## src/rtl/intc_vec.sv

```systemverilog
// Vectored interrupt controller: latches done edges into pending bits, arbitrates among
// unmasked sources and presents one registered request plus handler address to the core.
module intc_vec #(
  parameter int unsigned       NUM_SRC    = 8,
  parameter int unsigned       ADDR_W     = 32,
  parameter logic [ADDR_W-1:0] VEC_BASE   = 32'h0000_1000,
  parameter int unsigned       VEC_STRIDE = 4,
  parameter int unsigned       RR_MODE    = 0,
  parameter int unsigned       ID_W       = $clog2(NUM_SRC)
) (
  input  logic               clk,
  input  logic               rst,
  input  logic [NUM_SRC-1:0] done,
  input  logic [NUM_SRC-1:0] mask,
  input  logic               iack,
  input  logic               ovf_clr,
  output logic               irq,
  output logic [ADDR_W-1:0]  PC_handler,
  output logic [ID_W-1:0]    irq_id,
  output logic [NUM_SRC-1:0] pending,
  output logic [NUM_SRC-1:0] overrun
);

  localparam logic [1:0] StIdle    = 2'd0;
  localparam logic [1:0] StAssert  = 2'd1;
  localparam logic [1:0] StRelease = 2'd2;

  logic [1:0]           state_q, state_d;
  logic                 irq_q, irq_d;
  logic [ADDR_W-1:0]    pc_q, pc_d;
  logic [ID_W-1:0]      id_q, id_d;
  logic [ID_W-1:0]      rr_ptr_q, rr_ptr_d;
  logic [NUM_SRC-1:0]   done_q;
  logic [NUM_SRC-1:0]   pending_q, pending_d;
  logic [NUM_SRC-1:0]   overrun_q, overrun_d;

  logic [NUM_SRC-1:0]   rise, elig, clr, rot;
  logic [2*NUM_SRC-1:0] dbl;
  logic [ID_W:0]        rr_sum;
  logic [ID_W-1:0]      win_fp, win_rr, win;
  logic                 ack;

  // Index of the lowest set bit; 0 when the vector is empty (caller guards with |v).
  function automatic logic [ID_W-1:0] lowest(input logic [NUM_SRC-1:0] v);
    logic [ID_W-1:0] r;
    logic            found;
    r     = '0;
    found = 1'b0;
    for (int i = 0; i < int'(NUM_SRC); i++) begin
      if (v[i] && !found) begin
        r     = ID_W'(i);
        found = 1'b1;
      end
    end
    return r;
  endfunction

  assign rise = done & ~done_q;
  assign elig = pending_q & ~mask;
  assign ack  = (state_q == StAssert) && iack;

  always_comb begin
    clr = '0;
    for (int i = 0; i < int'(NUM_SRC); i++) begin
      clr[i] = ack && (id_q == ID_W'(i));
    end
  end

  // Round-robin: rotate so rr_ptr lands at bit 0, pick lowest, then rotate the index back.
  always_comb begin
    dbl    = {elig, elig} >> rr_ptr_q;
    rot    = dbl[NUM_SRC-1:0];
    rr_sum = {1'b0, rr_ptr_q} + {1'b0, lowest(rot)};
    if (rr_sum >= (ID_W+1)'(NUM_SRC)) begin
      rr_sum = rr_sum - (ID_W+1)'(NUM_SRC);
    end
    win_rr = rr_sum[ID_W-1:0];
    win_fp = lowest(elig);
    win    = (RR_MODE != 0) ? win_rr : win_fp;
  end

  // A rise on the bit being acked re-arms it rather than counting as an overrun.
  always_comb begin
    pending_d = (pending_q & ~clr) | rise;
    overrun_d = (ovf_clr ? '0 : overrun_q) | (rise & pending_q & ~clr);
  end

  always_comb begin
    state_d  = state_q;
    irq_d    = irq_q;
    pc_d     = pc_q;
    id_d     = id_q;
    rr_ptr_d = rr_ptr_q;
    case (state_q)
      StIdle: begin
        if (|elig) begin
          state_d = StAssert;
          irq_d   = 1'b1;
          id_d    = win;
          pc_d    = VEC_BASE + ADDR_W'(win) * ADDR_W'(VEC_STRIDE);
        end
      end
      StAssert: begin
        if (iack) begin
          state_d  = StRelease;
          irq_d    = 1'b0;
          rr_ptr_d = (id_q == ID_W'(NUM_SRC - 1)) ? '0 : id_q + 1'b1;
        end
      end
      StRelease: begin
        if (!iack) begin
          state_d = StIdle;
        end
      end
      default: begin
        state_d = StIdle;
        irq_d   = 1'b0;
      end
    endcase
  end

  always_ff @(posedge clk or negedge rst) begin
    if (!rst) begin
      state_q   <= StIdle;
      irq_q     <= 1'b0;
      pc_q      <= '0;
      id_q      <= '0;
      rr_ptr_q  <= '0;
      done_q    <= '0;
      pending_q <= '0;
      overrun_q <= '0;
    end else begin
      state_q   <= state_d;
      irq_q     <= irq_d;
      pc_q      <= pc_d;
      id_q      <= id_d;
      rr_ptr_q  <= rr_ptr_d;
      done_q    <= done;
      pending_q <= pending_d;
      overrun_q <= overrun_d;
    end
  end

  assign irq        = irq_q;
  assign PC_handler = pc_q;
  assign irq_id     = id_q;
  assign pending    = pending_q;
  assign overrun    = overrun_q;

endmodule

```

## config.mk

```make
export PLATFORM = sky130hd
export DESIGN_NAME = intc_vec
export DESIGN_NICKNAME = d
export VERILOG_FILES = /design/src/rtl/intc_vec.sv
export SDC_FILE = /design/constraint.sdc
export NUM_CORES = 1
export LEC_CHECK = 0
export CAP_MARGIN = 20
export CORE_ASPECT_RATIO = 1.2
export CORE_MARGIN = 4
export CORE_UTILIZATION = 40
export DETAILED_ROUTE_END_ITERATION = 12
export PLACE_DENSITY = 0.79
export RECOVER_POWER = 100
export SLEW_MARGIN = 10
export SYNTH_ARGS = -nofsm -noshare
export SYNTH_HDL_FRONTEND = slang
export SYNTH_SLANG_ARGS = --single-unit
export TNS_END_PERCENT = 30
```

## constraint.sdc

```tcl
create_clock -name clk -period 1.6 [get_ports clk]
set_input_delay 0.48 -clock clk [delete_from_list [all_inputs] [get_ports clk]]
set_output_delay 0.48 -clock clk [all_outputs]
set_load 0.05 [all_outputs]
```

* Yosys cells after proc, flatten, opt, wreduce, memory -nomap -nowiden *
Cells that the tools add are included.

operators by class
  muxes and demuxes = 22
  reduce and logical (&&, ||, !) cells = 29
  $add $sub $neg = 1
  eq/ne operators = 12
  bitwise gates (word level) = 11

operators by type and width
  operator                                             count
  AND 8 bit                                            5
  NOT 8 bit                                            3
  two-way mux 3 bit                                    6
  logical AND 1 bit                                    16
  bitwise OR 8 bit                                     2
  adder 13 x 5 -> 14 bit, first input constant         1
  equality test 3 bit, second input constant           4
  two-way mux 1 bit                                    10
  two-way mux 8 bit                                    1
  OR reduction 8 bit                                   1
  zero test 1 bit                                      7
  equality test 3 x 2 -> 1 bit, second input constant  2
  two-way mux 2 bit                                    3
  inequality test 2 bit, second input constant         3
  one-hot mux 2 bit (3 select lines)                   1
  AND reduction 3 bit                                  2
  equality test 3 x 1 -> 1 bit, second input constant  1
  zero test 3 bit                                      1
  one-hot mux 1 bit (3 select lines)                   1
  equality test 2 x 1 -> 1 bit, second input constant  1
  equality test 2 bit, second input constant           1
  zero test 2 bit                                      1
  AND reduction 2 bit                                  1
  NOT 1 bit                                            1

storage, ports and cells
  output and inout bits = 52
  register bits after elaboration = 62
  word-level logic and storage cells = 82
  input bits = 20

* Longest topological paths before layout *
Gate-level depths: netlist of run 1.

  depth after elaboration = 25
  depth in mapped cells = 4
  gate-level depth less buffers = 4

* Worst setup path before layout of run 1 *
No wires, ideal clock.

  kind = register to register
  start point = register pending_q[4], in the netlist pending[4]
  end point = register id_q[0], in the netlist irq_id[0]
  path buffers = 0
  cell stages (with the launch flop) = 5
  period minus slack after synthesis = 1654 ps
  required time = 1474 ps
  data arrival time = 1528 ps
  setup time = 126 ps
  slack = -54 ps
  path through = dfrtp_1 > nor2b_1 > nor2_1 > a41o_4 > a221o_1

on the way
  cells in the longest elaborated chain, start to end = 12
  elaborated cells on any way between the ends = 17
  classes of those cells = mux: 7; bitwise: 1; reduce/logical: 9

ends and longest elaborated chain
  element                   RTL line  text
  start: declaration        34        logic [NUM_SRC-1:0] pending_q, pending_d;
  start signal: assignment  139       pending_q <= pending_d;
  AND 8 bit (*)             59        assign elig = pending_q & ~mask;
  logical AND 1 bit         50        if (v[i] && !found) begin
  two-way mux 1 bit         50
  zero test 1 bit           50
  logical AND 1 bit         50
  two-way mux 1 bit         50
  zero test 1 bit           50
  logical AND 1 bit         50
  two-way mux 1 bit         50
  zero test 1 bit           50
  logical AND 1 bit         50
  two-way mux 3 bit         50
  end signal: assignment    136       id_q <= id_d;
  end: declaration          31        logic [ID_W-1:0] id_q, id_d;

Every way passes the cells marked *; elsewhere a longest branch is shown, timed or not.
A chain may end at the register's enable or synchronous reset.

* Worst setup path in the final report of run 1 *
  start point = input port mask[2]
  end point = register id_q[0], in the netlist irq_id[0]

on the way
  cells in the longest elaborated chain, start to end = 19
  elaborated cells on any way between the ends = 26
  classes of those cells = mux: 11; bitwise: 2; reduce/logical: 13

ends and longest elaborated chain
  element             RTL line  text
  start: declaration  14        input logic [NUM_SRC-1:0] mask,
  NOT 8 bit (*)       59
  AND 8 bit (*)       59
  logical AND 1 bit   50
  two-way mux 1 bit   50
  zero test 1 bit     50
  logical AND 1 bit   50
  two-way mux 1 bit   50
  zero test 1 bit     50
  (+3 left out)       n/a
  logical AND 1 bit   50
  two-way mux 1 bit   50
  zero test 1 bit     50
  logical AND 1 bit   50
  two-way mux 1 bit   50
  zero test 1 bit     50
  logical AND 1 bit   50
  two-way mux 3 bit   50

Marked as above.

==> impl_results.md, run 1 <==
* Final Wtd Congestion at 0.806
* Routed vias/inst at 4.65
* Slew Limit Fails at 0
* CTS Buf Count at 5
* Worst EP arrival at 1740 ps
* Final nets at 219
* Run status: complete, no violations
* Min Clock Period, post-route at 1580 ps
* Initial antenna violation count at 0
* Final worst hold slack at 464 ps
* Synth warn at 0
* Die Y at 74.7 um
* Cts hold-fix bufs at 0
* Skew final at 6.54 ps
* TritonCTS clock tree: done
* Antenna-violating nets left at 0
* Worst-path maximum fanout at 3
* Post-Syn Area per Cell at 10.2 um2
* Crit end category: flip-flop
* CTS Sinks at 31
* Synth top area cells: dfrtp_1 (52%), buf_4 (16%), nand2b_1 (6.8%)
* P&R area growth vs syn at 35.7%
* WS Path Type: input pin to flip-flop
* Fin crit share at 98.6%
* Static leakage at 0.971 nW
* Final Hold Fails at 0
* First-pass GRT wire length at 5090 um
* DP HPWL at 2460 um
* Num rows at 23
* Unrepaired setup endpoints after global routing: false
* Pwr Density at 1840 mW/mm2
* IO buf count at 43
* First-pass DRT Iterations at 4
* Slowest CP cell: clkdlybuf4s50_1
* Die Area at 0.00475 mm2
* Synth Cell Area at 0.00148 mm2
* Maximum vdd drop at 0.000768 V
* Die X at 63.6 um
* Pin count of the biggest net entering global routing at 32
* Routed WL at 3080 um
* Finish-stage setup viols at 0
* Share of cells above drive strength 1 at 26.0%
* Dominant cell type by area after synthesis: dfrtp_1
* Synth top area share at 52.4%
* Top Ports at 72
* Post-synthesis cell type count at 26
* Fill cells at 296
* Worst EP required at 1770 ps
* Worst-Margin Slew at 735 ps
* #FFs+latches synth at 31
* Slew Limit Headroom at 51.0%
* Wire length per cell at 13.0 um
* Crit path buffers/inverters at 1
* Via count at 1103
* Final design utilization at 58.2%
* Clock Path Buffers at 2
* Antenna Diode Count at 0
* Max Clk Rate at 634 MHz
* CP max stage delay at 410 ps
* Worst-path cell chain: clkdlybuf4s50_1, nand2b_4, and4_4, a41o_4, a221o_1
* Core area at 0.00345 mm2
* Total GRT Usage at 14.2%
* Initial DRC Count at 25
* Root buf cell: clkbuf_8
* Max Cap Violations at 0
* DRC viols at 0
* Mapped Cells at 145
* CTS H-tree lvls at 2
* Worst skew pair latency at 280 ps
* Worst Hold Class: flip-flop to flip-flop
* Vias in the first global route at 1117
* Overflow left after global routing at 0
* Worst-path clk slew at 60 ps
* CP Launch Type: input pin
* Top delay family on crit path: compound AO/OA/AOI/OAI gates
* Seq/Total Area, Yosys at 52.4%
* Commonest cells after routing, fill and taps aside: dfrtp_1 (28), conb_1 (28), clkbuf_2 (17)
* Initial Utilization at 42.9%
==> state kept, by name (all words and copies together), names as in the netlist <==
register	count
irq	1
done_q	8
state_q	2
irq_id	2
pending	8
overrun	8
PC_handler	2
==> layer usage <==
metal,global-route usage [%],part of all wire (%),up-vias
met1,15.7,40,529
met2,24.0,51,46
met3,6.42,8.0,3
met5,0,0,-
met4,6.00,1.3,0
li1,-,-,525
==> cells in the mapped netlist (all sizes together) <==
cell      n
a21boi    1
a41o      1
or2       1
and4      1
nor2      3
nor2b     3
buf      32
o211ai    1
a221o     1
conb      1
a2bb2oi   1
o21ai     8
nand2    15
dfrtp    31
inv      11
o31ai     2
nand3     2
a21oi     1
nand2b   17
a31oi     1
a22oi     1
and2b     1
o22ai     8
or2b      1
==> layout make-up <==
cell class,instances,area (um2),share of cell area (%)
Clock buffer,7,86.3,4.29
Timing Repair Buffer,52,495,24.6
Sequential cell,31,779,38.8
Clock inverter,1,5.00,0.249
Multi-Input combinational cell,98,557,27.7
Tap cell,37,46.3,2.30
Inverter,11,41.3,2.05
==> report_power, final <==
part / total (W) / switching [W] / internal, W
Clock: 0.000624 / 0.000278 / 0.000346
Sequential: 0.00120 / 0.000228 / 0.000970
Combinational: 0.00189 / 0.00119 / 0.000691
Total: 0.00371 / 0.00170 / 0.00201
==> per-stage QoR <==
| step | worst slack, ps | instances | power [W] | cell area (um2) | TNS, ps |
|---|---|---|---|---|---|
| finish | 22.8 | 237 | 0.00371 | 2010 | 0 |
| floorplan | 79.2 | 172 | 0.00245 | 1590 | 0 |
| CTS | 3.01 | 236 | 0.00413 | 2250 | 0 |
| detailed placement | -340 | 228 | 0.00347 | 2140 | -3480 |
| global placement | -321 | 228 | 0.00344 | 2140 | -2940 |
| global route | 3.11 | 237 | 0.00391 | 2010 | 0 |
==> cells by family after synthesis <==
logic type	share of synthesized area [%]
buffers and inverters	18.7
AO/OA/AOI/OAI	12.1
other	0.253
AND/OR/NAND/NOR	16.6
flip-flops	52.4
==> final timing paths <==
path                           startpoint              to  slack (ps)  cells after the start
max                               mask[2]       irq_id[0]          20                      5
min                        PC_handler[12]  PC_handler[12]         460                      1
max reg2reg                    state_q[1]      overrun[0]         200                      4
min reg2reg                PC_handler[12]  PC_handler[12]         460                      1
max in group asynchronous             rst      pending[3]         300                      2
min in group asynchronous             rst      overrun[2]         780                      2
==> worst register-to-register path, stage by stage (launching register included) <==
cell,delay [ps]
dfrtp_1,420
and2b_1,220
nand3_1,170
o31ai_1,340
o22ai_1,110
==> what timing repair did <==
action,in CTS,in global routing
pin swaps,0,1
setup buffers,0,1
resized for setup,2,3
setup endpoints to repair,1,3
(Power assumes the default switching activity.)
==> run 2, diff against run 1 <==
CORE_MARGIN = not set   (was 4)
CORE_UTILIZATION = 42   (was 40)
CTS_BUF_LIST = sky130_fd_sc_hd__clkbuf_2   (was not set)
PLACE_DENSITY = 0.83   (was 0.79)
SKIP_CTS_REPAIR_TIMING = 1   (was not set)
==> run 2 against run 1 <==
Fmax rose by 1.1%; non-clock buffer count fell by 1; combinational power rose by 3%; final area fell by 2.1%; final cell count fell by 0.42%; critical endpoint unchanged.
==> impl_results.md, run 2 (synthesized netlist as in run 1, its figures left out) <==
* Run status: complete, no violations
* Pwr Density at 1800 mW/mm2
* Worst Hold Depth at 2
* Clock power frac at 10.9%
* Initial DRC Count at 12
* CTS Buf Count at 5
* Commonest cells after routing, fill and taps aside: conb_1 (28), dfrtp_1 (25), nand2b_1 (16)
* P_int at 0.00182 W
* Slowest CP cell: clkdlybuf4s50_1
* Vias in the first global route at 1176
* Antenna-violating nets left at 0
* Worst EP arrival at 1830 ps
* Combinational share of power at 54.9%
* Slew Limit Fails at 0
* DP HPWL at 2400 um
* Wire length per cell at 12.7 um
* Static leakage at 0.926 nW
* Sw Ratio at 48.5%
* Finish-stage setup viols at 0
* TritonCTS clock tree: done
* Setup TNS at 0 ps
* Switching power at 0.00171 W
* Max Clk Rate at 641 MHz
* Routed vias/inst at 4.75
* Clock Path Buffers at 2
* Worst Hold Class: flip-flop to flip-flop
* Worst reg2reg path depth at 4
* Die Y at 67.1 um
* Worst-path cell chain: clkdlybuf4s50_1, nand2b_1, and4_4, a41o_4, a221o_1
* Via count at 1120
* Slew Limit Headroom at 50.2%
* CP Launch Type: input pin
* Final design utilization at 58.5%
* Skew final at 14.9 ps
* Initial Utilization at 44.0%
* WS Path Type: input pin to flip-flop
* Worst-path clk slew at 150 ps
* Share of cells above drive strength 1 at 25.6%
* Fin crit share at 97.5%
* Final nets at 218
* Final cell count without fillers at 236
* Min Clock Period, post-route at 1560 ps
* Fill cells at 305
* Maximum vdd drop at 0.00138 V
* Pin count of the biggest net entering global routing at 32
* Die X at 56.2 um
* Unrepaired setup endpoints after global routing: false
* Final worst hold slack at 494 ps
* Total GRT Usage at 17.9%
* Register area at 783 um2
* CTS Sinks at 31
* Worst-path maximum fanout at 3
* IO buf count at 43
* Most common cell after layout, fill and taps aside: conb_1
* Worst EP required at 1870 ps
* DRC viols at 0
* Antenna Diode Count at 0
* P&R area growth vs syn at 32.9%
* Worst skew pair latency at 380 ps
* Pwr Total at 0.00353 W
* CTS H-tree lvls at 2
* Die Area at 0.00377 mm2
* Routed WL at 3000 um
* Overflow left after global routing at 0
* First-pass GRT wire length at 5060 um
* CP max stage delay at 400 ps
* Initial antenna violation count at 0
* Top Ports at 72
* Final Hold Fails at 0
* Flop pwr share at 34.3%
* Core area at 0.00337 mm2
* Placed Cells incl. Taps at 228
* First-pass DRT Iterations at 4
* Root buf cell: clkbuf_2
* Num rows at 23
* Multi-input gate area at 534 um2
* Max Cap Violations at 0
* Final Wtd Congestion at 0.862
* Worst-Margin Slew at 747 ps
* Crit end category: flip-flop
## run 2: cell type report
type                    instances  area share [%]
repair buffers                 51            26.3
multi-input cells              98            27.1
clock inverters                 3            1.02
clock buffers                   5            1.27
flip-flops and latches         31            39.8
well taps                      37            2.35
inverters                      11            2.10
## run 2: metrics by stage
stage               worst slack, ps  instance area [um2]
floorplan                      79.2                 1590
global route                   7.28                 1970
detailed placement             -356                 2140
finish                         40.6                 1970
CTS                           -55.6                 2190
global placement               -316                 2140
## run 2: path summary, 6_finish.rpt
| kind | slack (ps) | from | to |
|---|---|---|---|
| worst max-delay path | 40 | mask[0] | irq_id[0] |
| worst min-delay path | 490 | irq | irq |
| worst max register to register | 130 | pending[0] | irq_id[0] |
| worst min register to register | 490 | irq | irq |
| max in group asynchronous | 400 | rst | pending[4] |
| min in group asynchronous | 660 | rst | overrun[6] |
## run 2: power groups by stage
stage               registers [W]  logic, W  clock network, W
floorplan                 0.00165  0.000801                 0
global placement          0.00127   0.00217                 0
detailed placement        0.00128   0.00220                 0
CTS                       0.00126   0.00221          0.000396
global route              0.00124   0.00204          0.000422
finish                    0.00121   0.00194          0.000384
## run 2: metal layers
metal	wire, um	vias up	global-route usage [%]
met5	0	-	0
met4	85	0	10.4
met3	144	10	4.47
met2	1600	45	33.6
met1	1170	545	18.0
li1	-	520	-
## run 2: critical path: cells and delay by family
kind                   cells  cell delay [ps]
AOI/OAI and AO/OA          2              540
buffers and inverters      1              400
and+or+nand+nor            2              400
==> run 3, diff against run 2 <==
CORE_UTILIZATION = 25   (was 42)
PLACE_DENSITY = not set   (was 0.83)
SETUP_SLACK_MARGIN = 0.05   (was not set)
==> run 3 against run 2 <==
Power down 0.89%; critical path type is now flip-flop to output port; largest cell class unchanged; clock skew up 6.6 ps; sequential share of layout area down 0.84 points.
==> impl_results.md, run 3 (synthesized netlist as in run 1, its figures left out) <==
* Run status: complete, no violations
* Final design utilization at 35.5%
* Register area at 783 um2
* Top Ports at 72
* IO buf count at 43
* First-pass DRT Iterations at 4
* Most common cell after layout, fill and taps aside: conb_1
* Vias in the first global route at 1091
* WS Path Type: flip-flop to output port
* DP HPWL at 2430 um
* Slew Limit Fails at 0
* Fin crit share at 95.2%
* RR Startpoint: state_q[1]
* Die X at 72.3 um
* CTS H-tree lvls at 2
* Antenna Diode Count at 0
* Crit end category: output port
* Routed vias/inst at 3.90
* P&R area growth vs syn at 35.7%
* Worst EP required at 1120 ps
* Final nets at 221
* First-pass GRT wire length at 5150 um
* Num rows at 30
* Final setup margin at 76.9 ps
* Worst-Margin Slew at 740 ps
* Hold_sp: PC_handler[12]
* Worst-path clk slew at 140 ps
* Die Area at 0.00624 mm2
* Root buf cell: clkbuf_2
* Die Y at 86.3 um
* Worst EP arrival at 1040 ps
* Static leakage at 0.933 nW
* CP max stage delay at 430 ps
* Finish-stage setup viols at 0
* Worst-path cell chain: clkbuf_4
* Worst Hold Class: flip-flop to flip-flop
* Maximum vdd drop at 0.000605 V
* Core area at 0.00567 mm2
* DRC viols at 0
* Final worst hold slack at 484 ps
* Max Clk Rate at 657 MHz
* Multi-input gate area at 529 um2
* Unrepaired setup endpoints after global routing: true
* Final Wtd Congestion at 0.828
* Slew Limit Headroom at 50.7%
* CTS Sinks at 31
* Initial DRC Count at 26
* Pin count of the biggest net entering global routing at 32
* CTS Buf Count at 5
* Design area at 0.00201 mm2
* Placed Area at 0.00220 mm2
* Initial Utilization at 26.1%
* Total GRT Usage at 11.2%
* Skew final at 21.5 ps
* Critical path launch point: pending[7]
* Wire length per cell at 11.0 um
* Via count at 1101
* Pwr Density at 1740 mW/mm2
* CP Launch Type: flip-flop
* Initial antenna violation count at 0
* Overflow left after global routing at 0
* Max Cap Violations at 0
* Min Clock Period, post-route at 1520 ps
* Top delay family on crit path: flip-flops
* Final Hold Fails at 0
* Worst-path maximum fanout at 4
* Crit path buffers/inverters at 1
* TritonCTS clock tree: done
* Clock Path Buffers at 2
* Fill cells at 585
* Antenna-violating nets left at 0
* Commonest cells after routing, fill and taps aside: conb_1 (28), dfrtp_1 (25), nand2b_1 (16)
* Worst slack at placement at -351 ps
* Worst skew pair latency at 370 ps
* Slowest CP cell: dfrtp_1
* Share of cells above drive strength 1 at 26.2%
* Routed WL at 3100 um
* Pwr Total at 0.00350 W
-- run 3: layer usage --
| layer | part of all wire, % | up-vias | global-route usage (%) |
|---|---|---|---|
| li1 | - | 527 | - |
| met4 | 2.3 | 0 | 6.60 |
| met5 | 0 | - | 0 |
| met3 | 7.2 | 7 | 4.07 |
| met2 | 51 | 47 | 18.2 |
| met1 | 40 | 520 | 12.5 |
-- run 3: cell type report --
| cell class | count | share of cell area, % |
|---|---|---|
| multi-input combinational | 98 | 26.3 |
| sequential | 31 | 39.0 |
| timing repair buffer | 54 | 25.7 |
| inverter | 11 | 2.05 |
| clock buffer | 8 | 1.99 |
| tap | 80 | 4.98 |
-- run 3: worst paths after layout --
kind / slack, ps / to / cells after the start
setup / recovery: 80 / pending[7] / 1
hold / removal: 480 / PC_handler[12] / 1
setup reg to reg: 200 / overrun[7] / 4
hold reg to reg: 480 / PC_handler[12] / 1
max in group asynchronous: 400 / pending[3] / 2
min in group asynchronous: 670 / irq_id[0] / 2
-- run 3: power breakdown --
part           internal (W)  total, W  switching [W]  leakage, nW
logic              0.000731   0.00196        0.00123        0.557
registers          0.000973   0.00116       0.000189        0.343
clock network      0.000129  0.000383       0.000254       0.0332
total               0.00183   0.00350        0.00167        0.933
-- run 3: metrics by stage --
step	TNS, ps	instances
2_1_floorplan	0	172
3_3_place_gp	-3770	272
3_5_place_dp	-4200	272
4_1_cts	-329	280
5_1_grt	0	282
6_report	0	282
